File: src/rtl/scan_cfg_pkg.sv
// ---------------------------------------------------------------------------
// scan_cfg_pkg
// Shared definitions for the scan-chain configuration loader.
//   state_e   : loader FSM state encoding
//   CRC_POLY  : CRC-16/CCITT generator polynomial
//   CRC_INIT  : CRC-16/CCITT initial value
//   crc16_step: one serial (1 bit) CRC update, MSB-first
// Used by scan_cfg_loader and scan_cfg_crc16 (the latter only when the
// build defines CFG_CRC_EN).
// ---------------------------------------------------------------------------
package scan_cfg_pkg;

    typedef enum logic [2:0] {
        S_IDLE  = 3'd0,
        S_FETCH = 3'd1,
        S_SHIFT = 3'd2,
        S_CRC   = 3'd3,
        S_DONE  = 3'd4
    } state_e;

    localparam logic [15:0] CRC_POLY = 16'h1021;
    localparam logic [15:0] CRC_INIT = 16'hFFFF;

    function automatic logic [15:0] crc16_step(input logic [15:0] crc,
                                               input logic        data_bit);
        logic w_fb;
        w_fb = crc[15] ^ data_bit;
        return {crc[14:0], 1'b0} ^ (w_fb ? CRC_POLY : 16'h0000);
    endfunction

endpackage

File: src/rtl/scan_cfg_crc16.sv
// ---------------------------------------------------------------------------
// scan_cfg_crc16
// Serial CRC-16/CCITT accumulator, one bit per clock.
// Ports:
//   i_clk    in   clock
//   i_rst_n  in   asynchronous active-low reset (loads CRC_INIT)
//   i_clr    in   synchronous re-initialise to CRC_INIT (wins over i_en)
//   i_en     in   absorb i_bit on this edge
//   i_bit    in   serial data bit
//   o_crc    out  current CRC value
// ---------------------------------------------------------------------------
module scan_cfg_crc16
    import scan_cfg_pkg::*;
(
    input  logic        i_clk,
    input  logic        i_rst_n,
    input  logic        i_clr,
    input  logic        i_en,
    input  logic        i_bit,
    output logic [15:0] o_crc
);

    logic [15:0] r_crc;

    always_ff @(posedge i_clk or negedge i_rst_n) begin
        if (!i_rst_n) begin
            r_crc <= CRC_INIT;
        end else if (i_clr) begin
            r_crc <= CRC_INIT;
        end else if (i_en) begin
            r_crc <= crc16_step(r_crc, i_bit);
        end
    end

    assign o_crc = r_crc;

endmodule

File: src/rtl/scan_cfg_loader.sv
// ---------------------------------------------------------------------------
// scan_cfg_loader
// Serialises a host byte stream MSB-first onto the SRAM scan chain
// (scan_in / scan_en), shifting exactly total_bits bits, then reports done.
// Optional feature macro: CFG_CRC_EN -- when defined, a CRC-16/CCITT is
// accumulated over every shifted bit and checked against a 2-byte trailer
// (high byte first) taken through the host port after the last bit; a
// mismatch raises err in DONE. When undefined, err is tied to 0.
// Ports:
//   scan_clk    in   sole clock, shared with the chain
//   scan_rst_n  in   asynchronous active-low reset
//   start       in   begin a load (accepted in IDLE or DONE)
//   abort       in   synchronous return to IDLE (highest priority)
//   total_bits  in   chain length, sampled on start (0 = immediate finish)
//   din_valid   in   host byte valid
//   din         in   host byte, bit 7 shifted first
//   din_ready   out  byte accepted when din_valid && din_ready
//   scan_en     out  registered shift enable for the chain
//   scan_in     out  registered serial data bit
//   busy        out  high outside IDLE and DONE
//   done        out  high in DONE
//   err         out  CRC mismatch flag (CFG_CRC_EN only)
// ---------------------------------------------------------------------------
module scan_cfg_loader
    import scan_cfg_pkg::*;
#(
    parameter int unsigned CNT_W = 16
)
(
    input  logic             scan_clk,
    input  logic             scan_rst_n,
    input  logic             start,
    input  logic             abort,
    input  logic [CNT_W-1:0] total_bits,
    input  logic             din_valid,
    input  logic [7:0]       din,
    output logic             din_ready,
    output logic             scan_en,
    output logic             scan_in,
    output logic             busy,
    output logic             done,
    output logic             err
);

`ifdef CFG_CRC_EN
    localparam state_e END_STATE = S_CRC;
`else
    localparam state_e END_STATE = S_DONE;
`endif

    state_e           r_state;
    state_e           w_next;
    logic [CNT_W-1:0] r_bits_left;
    logic [3:0]       r_nbits;
    logic [7:0]       r_shreg;
    logic             r_scan_en;
    logic             r_scan_in;

    logic             w_start_ok;
    logic             w_hs;
    logic             w_byte_end;
    logic             w_last_bit;

`ifdef CFG_CRC_EN
    logic             r_crc_idx;
    logic [7:0]       r_crc_hi;
    logic             r_err;
    logic [15:0]      w_crc;
`endif

    assign w_start_ok = start && ((r_state == S_IDLE) || (r_state == S_DONE));
    // abort outranks a handshake offered in the same cycle
    assign w_hs       = din_valid && din_ready && !abort;
    // nbits/bits_left are tested before their decrement on this edge
    assign w_byte_end = (r_nbits == 4'd1);
    assign w_last_bit = (r_bits_left == CNT_W'(1));

    // ---------------- state register ----------------
    always_ff @(posedge scan_clk or negedge scan_rst_n) begin
        if (!scan_rst_n) begin
            r_state <= S_IDLE;
        end else begin
            r_state <= w_next;
        end
    end

    // ---------------- next-state logic ----------------
    always_comb begin
        w_next = r_state;
        if (abort) begin
            w_next = S_IDLE;
        end else begin
            case (r_state)
                S_IDLE, S_DONE: begin
                    if (start) begin
                        w_next = (total_bits == '0) ? END_STATE : S_FETCH;
                    end
                end
                S_FETCH: begin
                    if (w_hs) begin
                        w_next = S_SHIFT;
                    end
                end
                S_SHIFT: begin
                    if (w_byte_end) begin
                        w_next = w_last_bit ? END_STATE : S_FETCH;
                    end
                end
`ifdef CFG_CRC_EN
                S_CRC: begin
                    if (w_hs && r_crc_idx) begin
                        w_next = S_DONE;
                    end
                end
`endif
                default: w_next = S_IDLE;
            endcase
        end
    end

    // ---------------- state-decoded outputs ----------------
    always_comb begin
        din_ready = 1'b0;
        busy      = 1'b0;
        done      = 1'b0;
        case (r_state)
            S_FETCH: begin
                din_ready = 1'b1;
                busy      = 1'b1;
            end
            S_SHIFT: begin
                busy      = 1'b1;
            end
`ifdef CFG_CRC_EN
            S_CRC: begin
                din_ready = 1'b1;
                busy      = 1'b1;
            end
`endif
            S_DONE: begin
                done      = 1'b1;
            end
            default: ;
        endcase
    end

    // ---------------- shift datapath ----------------
    // scan_en/scan_in are registered from the SHIFT state, so each bit
    // reaches the chain one cycle after its SHIFT cycle.
    always_ff @(posedge scan_clk or negedge scan_rst_n) begin
        if (!scan_rst_n) begin
            r_bits_left <= '0;
            r_nbits     <= '0;
            r_shreg     <= '0;
            r_scan_en   <= 1'b0;
            r_scan_in   <= 1'b0;
        end else begin
            r_scan_en <= 1'b0;
            if (!abort) begin
                if (w_start_ok) begin
                    r_bits_left <= total_bits;
                end else if ((r_state == S_FETCH) && w_hs) begin
                    r_shreg <= din;
                    r_nbits <= (r_bits_left >= CNT_W'(8)) ? 4'd8 : r_bits_left[3:0];
                end else if (r_state == S_SHIFT) begin
                    r_scan_en   <= 1'b1;
                    r_scan_in   <= r_shreg[7];
                    r_shreg     <= {r_shreg[6:0], 1'b0};
                    r_nbits     <= r_nbits - 4'd1;
                    r_bits_left <= r_bits_left - CNT_W'(1);
                end
            end
        end
    end

    assign scan_en = r_scan_en;
    assign scan_in = r_scan_in;

`ifdef CFG_CRC_EN
    // The CRC sees exactly what the chain sees; the last bit is absorbed
    // one cycle after entering CRC, before the second trailer byte can land.
    scan_cfg_crc16 u_crc (
        .i_clk   (scan_clk),
        .i_rst_n (scan_rst_n),
        .i_clr   (w_start_ok && !abort),
        .i_en    (r_scan_en),
        .i_bit   (r_scan_in),
        .o_crc   (w_crc)
    );

    always_ff @(posedge scan_clk or negedge scan_rst_n) begin
        if (!scan_rst_n) begin
            r_crc_idx <= 1'b0;
            r_crc_hi  <= '0;
            r_err     <= 1'b0;
        end else if (abort || w_start_ok) begin
            r_crc_idx <= 1'b0;
            r_err     <= 1'b0;
        end else if ((r_state == S_CRC) && w_hs) begin
            if (!r_crc_idx) begin
                r_crc_hi  <= din;
                r_crc_idx <= 1'b1;
            end else begin
                r_err     <= ({r_crc_hi, din} != w_crc);
                r_crc_idx <= 1'b0;
            end
        end
    end

    assign err = r_err;
`else
    assign err = 1'b0;
`endif

endmodule
File: config.mk
export PLATFORM = sky130hd
export DESIGN_NAME = scan_cfg_loader
export DESIGN_NICKNAME = d
export VERILOG_FILES = /design/src/rtl/scan_cfg_pkg.sv /design/src/rtl/scan_cfg_crc16.sv /design/src/rtl/scan_cfg_loader.sv
export SDC_FILE = /design/constraint.sdc
export NUM_CORES = 1
export LEC_CHECK = 0
export CORE_MARGIN = 2
export CORE_UTILIZATION = 57
export DETAILED_ROUTE_END_ITERATION = 10
export HOLD_SLACK_MARGIN = 0.12
export PLACE_DENSITY = 0.89
export SETUP_SLACK_MARGIN = 0.15
export SYNTH_ARGS = -nofsm -noshare
export SYNTH_HDL_FRONTEND = slang
export SYNTH_SLANG_ARGS = --single-unit
File: constraint.sdc
create_clock -name scan_clk -period 2.6 [get_ports scan_clk]
set_input_delay 0.78 -clock scan_clk [delete_from_list [all_inputs] [get_ports scan_clk]]
set_output_delay 0.78 -clock scan_clk [all_outputs]
set_load 0.01 [all_outputs]
==> results_dict.tcl, run 1 <==
set metrics [dict create \
    place_hpwl_um 3410 \
    first_iter_violations 146 \
    postRouteWirelength_um 4820 \
    rsz0062_at_grt "no" \
    worstMarginPinSlew_ps 708 \
    r2r-start "r_state[0]$_DFFE_PN0P_" \
    worstSetupEndpointType "output port" \
    holdPathEnd "scan_in$_DFFE_PN0P_" \
    wire_per_inst_um 15.1 \
    nFillCells 263 \
    fin_skew_ps 10.3 \
    ys_types 59 \
    antennaDiodeCount 0 \
    synth_area_leaders "dfrtp_1 (40%), nand2_1 (5.1%), nor2_1 (4.7%)" \
    grt_overflow 0 \
    min_period_ps 2350 \
    clock-sinks 33 \
    drt_pass1_iterations 4 \
    drive_above_1_share 0.146 \
    cp_data_arrival_time_ps 1570 \
    synth_xor_area_frac 0.0127 \
    avgSynthCellArea_um2 9.08 \
    cap_violations 0 \
    hold_buffers 0 \
    setup_tns_ps 0 \
    io_pins 35 \
    io_buffers 33 \
    slew_violations 0 \
    highest-signal-layer "met4" \
    row_count 21 \
    vias 1893 \
    critPathRequiredTime_ps 1820 \
    ys_async_sr_fraction 1.00 \
    cts_buffer_depth 2 \
    p_per_area_nw_per_um2 927 \
    track_usage 0.252 \
    insertion_delay_ps 320 \
    utilization 0.758 \
    finalNetCount 307 \
    synth_top_area_cell "dfrtp_1" \
    wl_met1_um 2260 \
    wl_met3_um 300 \
    p_leak_nw 1.08 \
    cts_tree "yes" \
    coreArea_um2 3420 \
    vias_per_cell 5.92 \
    synth.net_count 261 \
    synthToLayoutAreaGrowth_pct 25.1 \
    setup_viol 0 \
    critical_path_class "reg -> out" \
    yosys.area.top_type_share 0.399 \
    max_freq_ghz 0.426 \
    synth.area.mux_share 0.00967 \
    peakVddDrop_uv 468 \
    grt_pass1_vias 1703 \
    met2_length_um 2230 \
    ys_seq_area_frac 0.399 \
    multi_input_area_um2 1140 \
    ys_ff_latch 33 \
    ys_warn_count 0 \
    grt_start_max_net_pins 34 \
    postRouteAntennaNets 0 \
    cts_made_buffers 5 \
    max-slew-margin-rel 0.524 \
    die-area_um2 4130 \
    synth_edf_count 0 \
    drc 0 \
    hold_viol 0 \
    die_width_um 64.3 \
    regArea_um2 827 \
    yosys.area_share.simple 0.279 \
    netlist_instances 228 \
    syn-cell-area_um2 2070 \
    ff2ff_path_depth 13 \
    die_h_um 64.3 \
    post-route-period-util 0.903 \
    grt_antenna_before_repair 0 \
    finalPower_w 0.00240 \
    crit_fanout 5 \
    synth-adder-area-share 0.0242 \
    synthFlopType "dfrtp_1" \
    hold_depth 2 \
    cts.clk_slew.worst_paths_ps 100 \
    place.gp.congestion 0.914 \
    htree_num_levels 2 \
    status "completed" \
    synth_top_family_by_area "simple AND/OR/NAND/NOR gates" \
    reg2reg_to "r_shreg[2]$_DFFE_PN0P_" \
    synth-compound-area-share 0.219 \
    root_buffer "clkbuf_4" \
    cp-start-kind "register" \
    reg2reg_setup_slack_ps 310 \
    hold_path_startpoint "scan_in$_DFFE_PN0P_" \
    initial_utilization 0.606 \
    hp-class "reg -> reg" \
    grt_pass1_wl_um 8100 \
]
## flip-flops by register name, indices dropped and copies added (netlist names)
signal       cells
scan_in          1
r_nbits          4
r_shreg          8
r_state          3
scan_en          1
r_bits_left     16
## layout by cell type, fill, tap and decap left out, drive strengths merged, types with 3 or more instances in the layout
cell type,count
clkdlybuf4s50,31
a22o,5
nor2,26
buf,20
dfrtp,33
nand3,5
a22oi,3
ha,4
nor4,12
o21ai,12
nor3b,3
a211oi,3
nand2,28
inv,5
a21oi,12
xnor2,3
o211ai,3
nor3,4
nand2b,6
a31oi,8
nand4b,4
clkbuf,7
o22a,3
nand4,3
## cell type report
type / count / area share
clock buffers: 7 / 0.0213
inverters: 5 / 0.00822
multi-input cells: 176 / 0.441
flip-flops and latches: 33 / 0.319
well taps: 46 / 0.0222
repair buffers: 53 / 0.188
## power breakdown
group / leakage, nW / switching [W] / internal [W]
sequential: 0.394 / 0.000240 / 0.000729
combinational: 0.657 / 0.000586 / 0.000555
clock: 0.0314 / 0.000162 / 0.000128
## worst max-delay path, stage by stage (launching register included)
cell and delay, ps:
dfrtp_1 460, nor3b_4 230, clkdlybuf4s50_1 560
## metal layers
| layer | GRT usage | vias to the layer above |
|---|---|---|
| met5 | 0 | - |
| met1 | 0.354 | 880 |
| met2 | 0.401 | 66 |
| met3 | 0.0493 | 6 |
| met4 | 0.0638 | 0 |
| li1 | - | 941 |
## stage by stage
step / area, um2 / cells / hold WS, ps / setup slack [ps]
5_1_grt: 2590 / 320 / 526 / 169
3_5_place_dp: 2450 / 303 / 462 / 38.1
4_1_cts: 2580 / 320 / 485 / 173
2_1_floorplan: 2070 / 228 / 437 / 678
3_3_place_gp: 2450 / 303 / 450 / 63.7
6_report: 2590 / 320 / 477 / 253
## kinds of logic (layout without fill, tap and decap cells)
group / count (synthesis) / in the layout
other: 1 / 1
buffers and inverters: 19 / 65
and+or+nand+nor: 102 / 102
muxes: 2 / 2
xor gates and xnor gates: 3 / 3
adders and majority gates: 4 / 4
DFF: 33 / 33
AOI/OAI and AO/OA: 64 / 64
## cell usage after synthesis (3+ instances only)
cell and instances:
a21oi_1 11, a22o_1 5, a22oi_1 3, a31oi_1 8, buf_2 3, clkbuf_1 7, dfrtp_1 33, ha_1 4
inv_1 4, nand2_1 28, nand2b_1 6, nand3_1 5, nand4_1 3, nand4b_1 4, nor2_1 26, nor4_1 9
o211ai_1 3, o21ai_0 11, o22a_1 3, xnor2_1 3
## worst max-delay path by stage
stage / to / startpoint
floorplan: r_nbits[2]$_DFFE_PN0P_ / abort
global placement: r_nbits[2]$_DFFE_PN0P_ / abort
detailed placement: r_nbits[2]$_DFFE_PN0P_ / abort
CTS: done / r_state[1]$_DFFE_PN0P_
global route: r_nbits[2]$_DFFE_PN0P_ / r_state[2]$_DFFE_PN0P_
finish: din_ready / r_state[2]$_DFFE_PN0P_
## timing repair
action | CTS | global route
pin swaps | 1 | 0
gates resized for setup | 2 | 3
setup buffers | 10 | 0
endpoints found under the setup margin | 2 | 6
No activity file was read; power rests on OpenSTA's default activity.
==> run 2: changes to the inputs <==
--- a/config.mk
+++ b/config.mk
@@ -5,6 +5,7 @@
 export SDC_FILE = /design/constraint.sdc
 export NUM_CORES = 1
 export LEC_CHECK = 0
+export ABC_CLOCK_PERIOD_IN_PS = 2600
 export CORE_MARGIN = 2
 export CORE_UTILIZATION = 57
 export DETAILED_ROUTE_END_ITERATION = 10
==> results of run 2 <==
No change in the layout: final DEF, timing and power equal those of run 1.
==> run 3: changes to the inputs <==
--- a/config.mk
+++ b/config.mk
@@ -9,7 +9,6 @@
 export CORE_MARGIN = 2
 export CORE_UTILIZATION = 57
 export DETAILED_ROUTE_END_ITERATION = 10
-export HOLD_SLACK_MARGIN = 0.12
 export PLACE_DENSITY = 0.89
 export SETUP_SLACK_MARGIN = 0.15
 export SYNTH_ARGS = -nofsm -noshare
==> results of run 3 <==
No change in the layout: final DEF, timing and power equal those of run 1.
